--- src/rtl/dither_pkg.sv ---
`default_nettype none
// ============================================================================
// dither_pkg: shared state, slot and neighbour-offset definitions. Rev 1.0
// ============================================================================
package dither_pkg;

  typedef enum logic [3:0] {
    IDLE   = 4'd0,
    LOAD   = 4'd1,
    D_SEL  = 4'd2,
    D_RD   = 4'd3,
    D_WAIT = 4'd4,
    D_WR   = 4'd5,
    U_RD   = 4'd6,
    U_WAIT = 4'd7,
    U_OUT  = 4'd8,
    DONE   = 4'd9
  } seq_state_t;

  typedef logic [2:0] slot_t;

  localparam int c_ADJ_PIXELS = 4;
  localparam int c_NUM_SLOTS  = c_ADJ_PIXELS + 1;

  localparam slot_t c_SLOT_SELF = 3'd0;
  localparam slot_t c_SLOT_E    = 3'd1;
  localparam slot_t c_SLOT_SW   = 3'd2;
  localparam slot_t c_SLOT_S    = 3'd3;
  localparam slot_t c_SLOT_SE   = 3'd4;

  // Offsets of each slot relative to the pixel being dithered.
  localparam int c_DX [c_NUM_SLOTS] = '{0, 1, -1, 0, 1};
  localparam int c_DY [c_NUM_SLOTS] = '{0, 0,  1, 1, 1};

endpackage
`default_nettype wire

--- src/rtl/neighbour_addr_gen.sv ---
`default_nettype none
// ============================================================================
// neighbour_addr_gen: picks the lowest remaining valid slot and its address. Rev 1.0
// ============================================================================
module neighbour_addr_gen
  import dither_pkg::*;
#(
  parameter int IMAGEX           = 64,
  parameter int IMAGEY           = 64,
  parameter int IMAGE_ADDR_WIDTH = 12,
  parameter int XW               = 6,
  parameter int YW               = 6
) (
  input  logic [XW-1:0]               i_x,
  input  logic [YW-1:0]               i_y,
  input  logic [c_NUM_SLOTS-1:0]      i_issued,
  output slot_t                       o_slot,
  output logic [IMAGE_ADDR_WIDTH-1:0] o_addr,
  output logic                        o_none
);

  logic [c_NUM_SLOTS-1:0] w_valid;
  logic [c_NUM_SLOTS-1:0] w_remain;

  always_comb begin
    w_valid              = '0;
    w_valid[c_SLOT_SELF] = 1'b1;
    w_valid[c_SLOT_E]    = (int'(i_x) < IMAGEX - 1);
    w_valid[c_SLOT_SW]   = (i_x != '0) && (int'(i_y) < IMAGEY - 1);
    w_valid[c_SLOT_S]    = (int'(i_y) < IMAGEY - 1);
    w_valid[c_SLOT_SE]   = (int'(i_x) < IMAGEX - 1) && (int'(i_y) < IMAGEY - 1);
    w_remain             = w_valid & ~i_issued;

    o_slot = c_SLOT_SELF;
    o_none = 1'b1;
    for (int s = c_NUM_SLOTS - 1; s >= 0; s--) begin
      if (w_remain[s]) begin
        o_slot = slot_t'(s);
        o_none = 1'b0;
      end
    end

    o_addr = IMAGE_ADDR_WIDTH'((int'(i_y) + c_DY[o_slot]) * IMAGEX + int'(i_x) + c_DX[o_slot]);
  end

endmodule
`default_nettype wire

--- src/rtl/dither_frame_sequencer.sv ---
`default_nettype none
// ============================================================================
// dither_frame_sequencer: LOAD / DITHER / UNLOAD frame controller on RAM port A. Rev 1.0
// ============================================================================
module dither_frame_sequencer
  import dither_pkg::*;
#(
  parameter int IMAGEX           = 64,
  parameter int IMAGEY           = 64,
  parameter int IMAGE_SIZE       = IMAGEX * IMAGEY,
  parameter int IMAGE_ADDR_WIDTH = $clog2(IMAGE_SIZE),
  parameter int RGB_SIZE         = 8,
  parameter int ADJ_PIXELS       = 4
) (
  input  logic                        clk,
  input  logic                        rst,
  input  logic                        start,
  input  logic                        MCU_TX_RDY,
  input  logic [RGB_SIZE-1:0]         mcu_byte,
  input  logic [RGB_SIZE-1:0]         ram_q_a,
  input  logic [RGB_SIZE-1:0]         dp_q,
  input  logic                        out_ready,
  output logic [IMAGE_ADDR_WIDTH-1:0] addr_a,
  output logic [RGB_SIZE-1:0]         data_a,
  output logic                        wren_a,
  output logic [IMAGE_ADDR_WIDTH-1:0] png_idx,
  output logic                        dp_capture,
  output logic [2:0]                  dp_slot,
  output logic [RGB_SIZE-1:0]         out_data,
  output logic                        out_valid,
  output logic                        busy,
  output logic                        done
);

  localparam int c_XW = (IMAGEX > 1) ? $clog2(IMAGEX) : 1;
  localparam int c_YW = (IMAGEY > 1) ? $clog2(IMAGEY) : 1;
  localparam logic [c_XW-1:0]             c_XMAX   = c_XW'(IMAGEX - 1);
  localparam logic [c_YW-1:0]             c_YMAX   = c_YW'(IMAGEY - 1);
  localparam logic [c_XW-1:0]             c_X_ONE  = c_XW'(1);
  localparam logic [c_YW-1:0]             c_Y_ONE  = c_YW'(1);
  localparam logic [IMAGE_ADDR_WIDTH-1:0] c_A_ONE  = IMAGE_ADDR_WIDTH'(1);
  localparam logic [IMAGE_ADDR_WIDTH-1:0] c_A_LAST = IMAGE_ADDR_WIDTH'(IMAGE_SIZE - 1);
  localparam logic [ADJ_PIXELS:0]         c_ISSUED_SELF = {{ADJ_PIXELS{1'b0}}, 1'b1};

  seq_state_t                  r_state;
  logic [c_XW-1:0]             r_x;
  logic [c_YW-1:0]             r_y;
  logic [ADJ_PIXELS:0]         r_issued;
  slot_t                       r_slot;
  logic [IMAGE_ADDR_WIDTH-1:0] r_pix_addr;
  logic [IMAGE_ADDR_WIDTH-1:0] r_u_idx;
  logic [IMAGE_ADDR_WIDTH-1:0] r_addr;
  logic [RGB_SIZE-1:0]         r_data;
  logic                        r_wren;
  logic [IMAGE_ADDR_WIDTH-1:0] r_png_idx;
  logic                        r_dp_capture;
  slot_t                       r_dp_slot;
  logic [RGB_SIZE-1:0]         r_out_data;
  logic                        r_out_valid;
  logic                        r_busy;
  logic                        r_done;

  slot_t                       w_gen_slot;
  logic [IMAGE_ADDR_WIDTH-1:0] w_gen_addr;
  logic                        w_gen_none;
  logic                        w_last_pixel;

  neighbour_addr_gen #(
    .IMAGEX           (IMAGEX),
    .IMAGEY           (IMAGEY),
    .IMAGE_ADDR_WIDTH (IMAGE_ADDR_WIDTH),
    .XW               (c_XW),
    .YW               (c_YW)
  ) u_neighbour_addr_gen (
    .i_x      (r_x),
    .i_y      (r_y),
    .i_issued (r_issued),
    .o_slot   (w_gen_slot),
    .o_addr   (w_gen_addr),
    .o_none   (w_gen_none)
  );

  assign w_last_pixel = (r_x == c_XMAX) && (r_y == c_YMAX);

  always_ff @(posedge clk) begin
    if (rst) begin
      r_state      <= IDLE;
      r_x          <= '0;
      r_y          <= '0;
      r_issued     <= '0;
      r_slot       <= c_SLOT_SELF;
      r_pix_addr   <= '0;
      r_u_idx      <= '0;
      r_addr       <= '0;
      r_data       <= '0;
      r_wren       <= 1'b0;
      r_png_idx    <= '0;
      r_dp_capture <= 1'b0;
      r_dp_slot    <= c_SLOT_SELF;
      r_out_data   <= '0;
      r_out_valid  <= 1'b0;
      r_busy       <= 1'b0;
      r_done       <= 1'b0;
    end else begin
      r_wren       <= 1'b0;
      r_dp_capture <= 1'b0;
      case (r_state)
        IDLE, DONE: begin
          if (start) begin
            r_state   <= LOAD;
            r_png_idx <= '0;
            r_done    <= 1'b0;
            r_busy    <= 1'b1;
          end
        end
        LOAD: begin
          if (MCU_TX_RDY) begin
            r_wren <= 1'b1;
            r_addr <= r_png_idx;
            r_data <= mcu_byte;
            if (r_png_idx == c_A_LAST) begin
              r_png_idx  <= '0;
              r_state    <= D_SEL;
              r_x        <= '0;
              r_y        <= '0;
              r_issued   <= '0;
              r_pix_addr <= '0;
            end else begin
              r_png_idx <= r_png_idx + c_A_ONE;
            end
          end
        end
        // Slot selection folds into the write cycle so skipped slots cost nothing.
        D_SEL, D_WR: begin
          if (!w_gen_none) begin
            r_state              <= D_RD;
            r_addr               <= w_gen_addr;
            r_slot               <= w_gen_slot;
            r_issued[w_gen_slot] <= 1'b1;
          end else if (w_last_pixel) begin
            r_state <= U_RD;
            r_addr  <= '0;
            r_u_idx <= '0;
          end else begin
            if (r_x == c_XMAX) begin
              r_x <= '0;
              r_y <= r_y + c_Y_ONE;
            end else begin
              r_x <= r_x + c_X_ONE;
            end
            r_pix_addr <= r_pix_addr + c_A_ONE;
            r_addr     <= r_pix_addr + c_A_ONE;
            r_slot     <= c_SLOT_SELF;
            r_issued   <= c_ISSUED_SELF;
            r_state    <= D_RD;
          end
        end
        D_RD: begin
          r_state      <= D_WAIT;
          r_dp_capture <= 1'b1;
          r_dp_slot    <= r_slot;
        end
        D_WAIT: begin
          r_state <= D_WR;
          r_wren  <= 1'b1;
          r_data  <= dp_q;
        end
        U_RD: r_state <= U_WAIT;
        U_WAIT: begin
          r_state     <= U_OUT;
          r_out_valid <= 1'b1;
          r_out_data  <= ram_q_a;
        end
        U_OUT: begin
          if (out_ready) begin
            r_out_valid <= 1'b0;
            if (r_u_idx == c_A_LAST) begin
              r_state <= DONE;
              r_done  <= 1'b1;
              r_busy  <= 1'b0;
            end else begin
              r_u_idx <= r_u_idx + c_A_ONE;
              r_addr  <= r_u_idx + c_A_ONE;
              r_state <= U_RD;
            end
          end
        end
        default: r_state <= IDLE;
      endcase
    end
  end

  assign addr_a     = r_addr;
  assign data_a     = r_data;
  assign wren_a     = r_wren;
  assign png_idx    = r_png_idx;
  assign dp_capture = r_dp_capture;
  assign dp_slot    = r_dp_slot;
  assign out_data   = r_out_data;
  assign out_valid  = r_out_valid;
  assign busy       = r_busy;
  assign done       = r_done;

endmodule
`default_nettype wire

--- config.mk ---
export PLATFORM = sky130hd
export DESIGN_NAME = dither_frame_sequencer
export DESIGN_NICKNAME = d
export VERILOG_FILES = /design/src/rtl/dither_pkg.sv /design/src/rtl/neighbour_addr_gen.sv /design/src/rtl/dither_frame_sequencer.sv
export SDC_FILE = /design/constraint.sdc
export NUM_CORES = 1
export LEC_CHECK = 0
export CAP_MARGIN = 30
export CORE_AREA = 2 2 105 107
export DETAILED_ROUTE_END_ITERATION = 12
export DIE_AREA = 0 0 107 109
export MAX_ROUTING_LAYER = met4
export PLACE_DENSITY = 0.8
export SYNTH_ARGS = -nofsm -noshare
export SYNTH_HDL_FRONTEND = slang
export SYNTH_HIERARCHICAL = 1
export SYNTH_SLANG_ARGS = --single-unit
--- constraint.sdc ---
create_clock -name clk -period 4.45 [get_ports clk]
set_clock_uncertainty 0.1 [all_clocks]
set_input_delay 0.89 -clock clk [delete_from_list [all_inputs] [get_ports clk]]
set_output_delay 0.89 -clock clk [all_outputs]
set_load 0.1 [all_outputs]
==> metrics <==
number of buffers inserted to repair setup after CTS 0; I/O pins 77; Post-Synth Adder-Cell Area 4.49%; Post-Synth XOR/XNOR Area 5.63%; number of warning messages in the yosys log 6; die span in y 109 um; number of enable flip-flop cells after synthesis 0; synthesized instance count 721; n_diodes 0; Pleak 2.28 nW; Initial DRC Count 488; cell area after synthesis 5740 um2; worst reg-to-reg path cell count 16; overflow left after global routing 0; Hold Crit Depth 2; wirelength, routed 16300 um; net count of the mapped netlist between 700 and 800; # resized after CTS 0; area of the multi-input gates 3520 um2; die area between 10000 and 15000 um2; number of antenna violations at the first check in global routing 0; routed wire length per instance 17.7 um; Power Dens Cells 466 nW/um2; fraction of layout cells with a size suffix above 1 6.28%; mean instance size in the synthesized netlist slightly below 8 um2; data arrival time at the worst-slack endpoint approximately 4.2 ns; flip-flop and latch count after synthesis 96; Final Cycle Share 90.4%; fill count 945; clock latency on the worst-skew pair roughly 0.38 ns; TritonCTS clock tree built; Maximum Capacitance Violations 0; total placed instance area ~6500 um2; top_reg_cell synth dfxtp_1; number of global-route vias before repair approximately 5200; final design instance area without fill 6700 um2; cell taking the most area after synthesis dfxtp_1; Max-Slew Margin vs Limit 33.6%; clk root buf clkbuf_8; count of standard-cell rows 38; count of pins over their slew limit 0; longest individual stage delay on the worst path 0.49 ns; class of the tightest hold or removal check reg2reg; slowest library cell on the worst path dfxtp_1; fraction of the mapped netlist area in simple logic gates 28.1%; clock sink count 96; worst-margin pin slew 0.993 ns; largest family of logic cells by synthesized area simple AND/OR/NAND/NOR gates; register clock-pin slew on the reported worst setup and hold paths ~0.10 ns; Max Buffers Root-to-Sink 2; highest fanout seen on the critical path 11; Setup Total Neg Slack 0 ns; Cell variety after synth 75; buffers added on ports 76; Period minus WS final 4.02 ns; largest net degree at the start of global routing 38; compound-cell area share of the yosys netlist around 21%; leading cell types by total area after synthesis dfxtp_1 34%, nand3_1 5.8%, a21oi_1 5.7%; wire length of the first global-routing pass 26300 um; Setup crit start kind register; DR vias/cell ~6.2; half-perimeter wire length after placement 11700 um; number of nets in the layout a little over 800; Critical Path Sink Type register; final estimated routing congestion in global placement 0.997; Worst Path Required 4.61 ns; area share of the largest cell type after synthesis approximately a third; worst-path cell chain nand4_1 > nor2_1 > o21ai_0 > nor2_1 > ha_1 > nor2b_4 > inv_4 > fa_1 > nor2b_1 > o21ai_0 > a21oi_1 > a31oi_1 > a21oi_1 > xor2_1 > a221oi_1 > a31oi_1; register cell area after layout 1920 um2; sum of internal, switching and leakage power between 0.003 and 0.004 W; Synth async-reset ratio 0%; Final Hold Vio Count 0; Hold-fix buffers, CTS 0; maximum ir drop on the vdd rail 378 uV; Seq/Total Area, Yosys between 30% and 40%; unrepaired setup endpoints after global routing no; worst setup path category reg2reg; antenna-violating nets left 0; # H-tree levels 3; multiplexer share of the synthesized area 1.59%; initial standard-cell utilization of the core 54.1%; Die X 107 um; DRC violations left 0; Area growth syn-to-layout 16.8%; Detailed Routing Iterations Pass 1 6; cts bufs inserted 9; area inside the core boundary about 11000 um2; total number of vias 5721; final setup violation count 0; outcome completed; achievable frequency 249 MHz; total track usage around 29%
==> routing by layer <==
layer | wire (um) | global-route usage (%) | up-vias
met5 | 0 | - | -
met4 | 473 | 11.9 | 0
met3 | 1130 | 4.48 | 31
met2 | 7380 | 44.5 | 264
met1 | 7340 | 39.6 | 2680
li1 | - | - | 2746
==> stage by stage <==
stage	worst slack [ns]	cells	util, %	hold slack [ns]
global route	0.111	920	63.2	0.390
detailed placement	0.523	904	61.5	0.345
floorplan	1.07	721	-	0.328
CTS	0.505	920	63.2	0.361
global placement	0.736	902	61.4	0.340
finish	0.429	920	63.2	0.358
==> kinds of logic after synthesis <==
logic type	count (synthesis)
AO/OA/AOI/OAI	193
XOR/XNOR	36
adder cells (fa/ha/maj)	20
buffers and inverters	65
flip-flops	96
multiplexers	9
AND/OR/NAND/NOR	302
==> cell type report <==
class	count	area share (%)
Multi-Input combinational cell	560	52.5
Clock inverter	5	0.579
Timing Repair Buffer	85	12.2
Inverter	23	1.33
Sequential cell	96	28.7
Clock buffer	11	2.11
Tap cell	140	2.61
==> worst paths after layout <==
| check | slack [ns] | to | start |
|---|---|---|---|
| setup / recovery | 0.43 | addr_a[10]$_SDFFE_PP0P_ | r_x[0]$_SDFFE_PP0P_ |
| setup reg to reg | 0.43 | addr_a[10]$_SDFFE_PP0P_ | r_x[0]$_SDFFE_PP0P_ |
| hold / removal | 0.36 | out_data[1]$_SDFFE_PP0P_ | out_data[1]$_SDFFE_PP0P_ |
| hold reg to reg | 0.36 | out_data[1]$_SDFFE_PP0P_ | out_data[1]$_SDFFE_PP0P_ |
==> Yosys cell counts, types with 4 or more instances <==
| master | count |
|---|---|
| nand2_1 | 69 |
| nor4_1 | 10 |
| a21o_1 | 5 |
| dfxtp_1 | 96 |
| inv_1 | 21 |
| a22oi_1 | 5 |
| o21ai_0 | 29 |
| a31oi_1 | 19 |
| a211oi_1 | 4 |
| nand2b_1 | 8 |
| nand4_1 | 13 |
| nor2_1 | 64 |
| or4_1 | 9 |
| nand3_1 | 66 |
| clkbuf_1 | 23 |
| a221oi_1 | 9 |
| buf_4 | 4 |
| nor3_1 | 17 |
| buf_2 | 10 |
| a21oi_1 | 65 |
| a311oi_1 | 8 |
| xnor2_1 | 19 |
| mux2i_1 | 8 |
| o21ai_1 | 10 |
| and4_1 | 4 |
| xor2_1 | 16 |
| o31ai_1 | 9 |
| nor2b_1 | 7 |
| and3_1 | 4 |
| ha_1 | 19 |
| or3_1 | 10 |
==> worst max-delay path, delay by kind of cell, from the launching register on <==
kind | cells | cell delay, ns
AO/OA/AOI/OAI | 7 | 1.28
AND/OR/NAND/NOR | 5 | 1.20
adder cells (fa/ha/maj) | 2 | 0.67
flip-flops | 1 | 0.49
XOR/XNOR | 1 | 0.10
buffers and inverters | 1 | 0.07
==> cell usage in the layout, fill, tap and decap left out, drive strengths merged, types with 10 or more instances in the layout <==
master         netlist  final
nand2               69     69
clkbuf              24     11
nor4                12     12
o21ai               39     39
inv                 22     24
buf                 18     10
xor2                16     16
a21oi               66     66
or3                 10     10
clkdlybuf4s50        0     75
a31oi               20     20
ha                  19     19
nand3               66     66
nor3                17     17
dfxtp               96     96
nor2                65     65
xnor2               20     20
nand4               16     16
==> flip-flops by register name (all words and copies together), names as in the netlist, 3 cells and up <==
name        flops
r_state         4
r_x             6
out_data        8
data_a          8
r_pix_addr     12
addr_a         12
r_u_idx        12
r_slot          3
png_idx        12
dp_slot         3
r_issued        5
r_y             6
==> where the power goes <==
part / switching [W] / internal, W
sequential: 0.000141 / 0.000961
clock: 0.000321 / 0.000223
combinational: 0.00106 / 0.000414
No activity file was read; power rests on OpenSTA's default activity.
==> RTL edit 1: new RTL, config.mk and constraints unchanged <==
`IMAGEY` is set to 64 in 2 places; all go to 32.
--- a/src/rtl/neighbour_addr_gen.sv
+++ b/src/rtl/neighbour_addr_gen.sv
@@ -8,3 +8,3 @@
   parameter int IMAGEX           = 64,
-  parameter int IMAGEY           = 64,
+  parameter int IMAGEY           = 32,
   parameter int IMAGE_ADDR_WIDTH = 12,
--- a/src/rtl/dither_frame_sequencer.sv
+++ b/src/rtl/dither_frame_sequencer.sv
@@ -8,3 +8,3 @@
   parameter int IMAGEX           = 64,
-  parameter int IMAGEY           = 64,
+  parameter int IMAGEY           = 32,
   parameter int IMAGE_SIZE       = IMAGEX * IMAGEY,
Interface: changed (resized addr_a and png_idx); port bits go from 77 to 75. No check against the original RTL was run, so the function may have changed too.
==> RTL edit 1 against the unedited design <==
- area after synthesis is 7.0% lower
- design area is 2.5% lower
- worst setup slack worse by 370 ps
- total power is 0.11% lower
- non-clock buffer count is 11 higher
- wire length is 1.3% higher
- highest routed layer unchanged
- sequential power is 6% lower
- sequential cell count is 5 lower
- largest power group unchanged
==> RTL edit 1: results (changes against the unedited design) <==
metric	value	unit	change
multi_input_area	3340	sq um	-5.0%
placed_cell_area	6230	sq um	-4.5%
wire_per_inst	18.7	um	+5.7%
top_layer	met4		
hold_end	out_data[1]$_SDFFE_PP0P_		
status	completed		
hold_start	out_data[1]$_SDFFE_PP0P_		
n_antenna_cell	0		unchanged
cts_made_buffers	9		unchanged
place_congestion	0.995		-0.16%
cp_max_fo	6		-5
drive_gt1_frac	0.0916		+0.0288
critPathArrivalTime	4540	ps	+360 ps
cts_buffer_depth	2		unchanged
grt_max_degree	64		+68%
synth_commonest_cells	dfxtp_1 (91), nand2_1 (79), a21oi_1 (61)		
vias	5594		-2.2%
met1_length	6920	um	-5.8%
r2r_setup_slack	60	ps	-370 ps
grtUsageMet3	0.0634		+0.0185
totalWireLength	16500	um	+1.3%
io_buffers	74		-2.6%
first_pass_iters	7		+1
finalSetupViolCount	0		unchanged
cts_root_buffer	clkbuf_8		
min_path_type	reg2reg		
dpl.cell_count	864		-4.4%
cp-startpoint	r_x[4]$_SDFFE_PP0P_		
grt_use_met2	0.448		+0.00273
grt_first_pass_wirelength	26100	um	-0.76%
netlist_top_cells_area	dfxtp_1 (34%), a21oi_1 (5.7%), nand2_1 (5.6%)		
grt_pass1_vias	5138		-1.6%
whs_path_depth	2		unchanged
antenna_found_initial	0		unchanged
nets	780		-5.3%
synth.distinct_cells	70		-6.7%
p_leak	2.22	nW	-2.9%
whs	361	ps	+3.59 ps
cp_slowest_stage_delay	570	ps	+80 ps
cpMaxStageDelayCell	or4_4		
hpwlAfterDp	11800	um	+0.95%
dpl_worst_slack	-7.14	ps	-531 ps
yosys_warnings	6		unchanged
max-vdd-ir-drop	675	uV	+78%
relSlewSlack	0.213		-0.123
htreeDepth	3		unchanged
ff2ff_path_depth	19		+3
met2_length	7520	um	+2.0%
fin_tns_setup	0	ps	unchanged
syn_avg_cell_area	7.98	sq um	+0.27%
synth_nets	712		-7.5%
grt_usage	0.292		-0.00241
use_met1	0.373		-0.0232
first_iter_violations	676		+39%
nFillCells	923		-2.3%
clk_pin_slew_worst_paths	90	ps	
internal_power	1.66	mW	+4.0%
wl_met3	1480	um	+31%
ys_seq_area_frac	0.341		+0.00630
ys.flop_type	dfxtp_1		
-- RTL edit 1: repair_timing --
item                                    4_1_cts  5_1_grt
gates cloned                                  0        0
endpoints found under the setup margin        1        3
gates resized for setup                       2       10
buffers inserted                              0        2
pin swaps                                     0        3
-- RTL edit 1: worst max path at each step --
stage / endpoint / slack (ps)
after global placement: addr_a[10]$_SDFFE_PP0P_ / 130
after global routing: addr_a[10]$_SDFFE_PP0P_ / -150
final: addr_a[10]$_SDFFE_PP0P_ / 60
after detailed placement: addr_a[10]$_SDFFE_PP0P_ / -7
after floorplan: addr_a[10]$_SDFFE_PP0P_ / 40
after CTS: addr_a[10]$_SDFFE_PP0P_ / 10
-- RTL edit 1: cell type report --
class,instances,area share
clock inverters,3,0.0105
flip-flops and latches,91,0.279
well taps,140,0.0268
inverters,15,0.00862
multi-input cells,524,0.511
clock buffers,13,0.0259
repair buffers,96,0.138
-- RTL edit 1: kinds of logic (layout without fill, tap and decap cells) --
family          Yosys count  after routing  share of synthesized area
simple gates            269            269                      0.260
fa+ha+maj                14             14                     0.0328
flops                    91             91                      0.341
compound gates          194            194                      0.243
mux                      10             10                     0.0192
xor+xnor                 37             37                     0.0607
buf+inv                  54            127                     0.0431
-- RTL edit 1: power groups by stage --
stage,clock (mW),sequential [mW],combinational (mW)
floorplan,0,1.54,0.549
global placement,0,1.04,1.38
detailed placement,0,1.04,1.39
CTS,0.676,1.03,1.40
global route,0.704,1.04,1.49
finish,0.669,1.03,1.42
-- RTL edit 1: worst max-delay path: cells and delay by family (launching register included) --
family / cells / cell delay [ps]
xor+xnor: 1 / 100
flops: 1 / 320
simple gates: 6 / 1590
compound gates: 9 / 1500
fa+ha+maj: 3 / 650
==> RTL edit 2: new RTL, config.mk and constraints unchanged <==
Without the edit above. Reset style: asynchronous (`rst`), changed in one clocked block.
--- a/src/rtl/dither_frame_sequencer.sv
+++ b/src/rtl/dither_frame_sequencer.sv
@@ -84,3 +84,3 @@
 
-  always_ff @(posedge clk) begin
+  always_ff @(posedge clk or posedge rst) begin
     if (rst) begin
Formal check against the unedited RTL: differs if rst is asserted again (counterexample within 4 cycles, from zero or initial values and one cycle with rst high); with rst held inactive, the same outputs for 4 cycles.
==> RTL edit 2 against the unedited design <==
- wire length down 7.7%
- sequential cell count unchanged
- area after synthesis is 0.50% higher
- worst setup slack lost 170 ps
- critical endpoint is now addr_a[10]$_DFFE_PP0P_
- non-clock buffer count is 4 higher
- count of clock-buffer cells in the layout stayed put
- core utilization up 2.7 points
- maximum frequency is 4.0% lower
- critical path depth down 1
- design area up 4.2%
- critical path type unchanged
Power is left out: the tool's default activity adds up to more than one toggle a clock period on the data nets, which glitch-free logic cannot reach.
==> RTL edit 2: results (changes against the unedited design) <==
metric	value	unit	change
status	completed		
clk_pin_slew_worst_paths	100	ps	about the same
relSlewSlack	0.335		-0.000747
r2r-end	addr_a[10]$_DFFE_PP0P_		
ff2ff_path_depth	15		-1
hold_start	busy$_DFFE_PP0P_		
min_path_type	reg2reg		
synth_nets	679		-12%
yosys_warnings	6		unchanged
synth_compound_area_frac	0.187		-0.0278
cp_max_fo	9		-2
cp_slowest_stage_delay	490	ps	about the same
first_iter_violations	359		-26%
grt_use_met2	0.433		-0.0123
grtUsageMet3	0.0550		+0.0102
synth.distinct_cells	66		-12%
whs	391	ps	+32.8 ps
grt_usage	0.278		-0.0167
n_antenna_cell	0		unchanged
hold_end	busy$_DFFE_PP0P_		
place_congestion	0.899		-9.8%
netlist_top_cells_area	dfrtp_1 (42%), nor2_1 (4.7%), ha_1 (4.3%)		
nets	759		-7.9%
hpwlAfterDp	11100	um	-5.0%
grt_first_pass_wirelength	24800	um	-5.8%
reg2reg_from	r_x[3]$_DFFE_PP0P_		
stdcell_count	854		-7.2%
dpl_worst_slack	128	ps	-396 ps
synth_commonest_cells	dfrtp_1 (96), nor2_1 (72), nand2_1 (63)		
wl_met3	977	um	-14%
worstSkewPairLatency	380	ps	about the same
r2r_setup_slack	260	ps	-170 ps
grt_max_degree	60		+58%
first_pass_iters	5		-1
use_met1	0.355		-0.0414
synth_fa_ha_area_frac	0.0469		+0.00195
muxShareOfSynthArea	0.0590		+0.0431
vias	5246		-8.3%
grt_pass1_vias	5057		-3.1%
ys_seq_area_frac	0.417		+0.0817
wire_per_inst	17.6	um	-0.59%
cts_root_buffer	clkbuf_8		
cts_buffer_depth	2		unchanged
syn_avg_cell_area	9.16	sq um	+15%
dpl.cell_count	837		-7.4%
whs_path_depth	1		-1
htreeDepth	3		unchanged
synth-xor-area-share	0.0608		+0.00449
drive_gt1_frac	0.0952		+0.0324
ys_async_sr_fraction	1.00		+1.00
top_layer	met4		
cpMaxStageDelayCell	dfrtp_2		
cts_made_buffers	9		unchanged
met2_length	7150	um	-3.1%
antenna_found_initial	0		unchanged
placed_cell_area	6720	sq um	+3.1%
met1_length	6520	um	-11%
[RTL edit 2: cell count changes after synthesis, sizes merged, moves of 8 or more]
cell,delta
dfxtp,-96
xnor2,+8
buf,-15
dfrtp,+96
a21oi,-39
mux2,+17
nand3,-42
[RTL edit 2: worst reg2reg max path, stage by stage, from the launching register on]
cell	delay, ps
dfrtp_2	490
nor4_4	340
a21oi_1	140
o32ai_1	290
nand2_1	110
ha_1	280
nand2b_1	60
ha_1	230
fa_1	410
a21o_1	190
a211o_1	300
a2111o_1	440
a2111o_1	380
o211ai_2	70
a222oi_1	110
a31oi_1	200
[RTL edit 2: worst max path at each step]
stage / startpoint / end / slack [ps] / cells after the start
after floorplan: r_x[3]$_DFFE_PP0P_ / addr_a[10]$_DFFE_PP0P_ / 420 / 15
after global placement: r_x[3]$_DFFE_PP0P_ / addr_a[10]$_DFFE_PP0P_ / 280 / 15
after detailed placement: r_x[3]$_DFFE_PP0P_ / addr_a[10]$_DFFE_PP0P_ / 130 / 15
after CTS: r_x[3]$_DFFE_PP0P_ / addr_a[10]$_DFFE_PP0P_ / 130 / 15
after global routing: r_x[3]$_DFFE_PP0P_ / addr_a[10]$_DFFE_PP0P_ / 20 / 15
final: r_x[3]$_DFFE_PP0P_ / addr_a[10]$_DFFE_PP0P_ / 260 / 15
[RTL edit 2: final cells by class]
| cell class | count | area, sq um |
|---|---|---|
| fillers | 853 | 3620 |
| clock buffers | 11 | 151 |
| inverters | 22 | 83.8 |
| clock inverters | 5 | 87.6 |
| well taps | 140 | 175 |
| flip-flops and latches | 96 | 2400 |
| repair buffers | 89 | 872 |
| multi-input cells | 491 | 3210 |
[RTL edit 2: timing repair]
action / 4_1_cts / 5_1_grt
gates resized for setup: 0 / 3
endpoints found under the setup margin: 0 / 5
buffers inserted: 0 / 0
hold buffers: 0 / 0
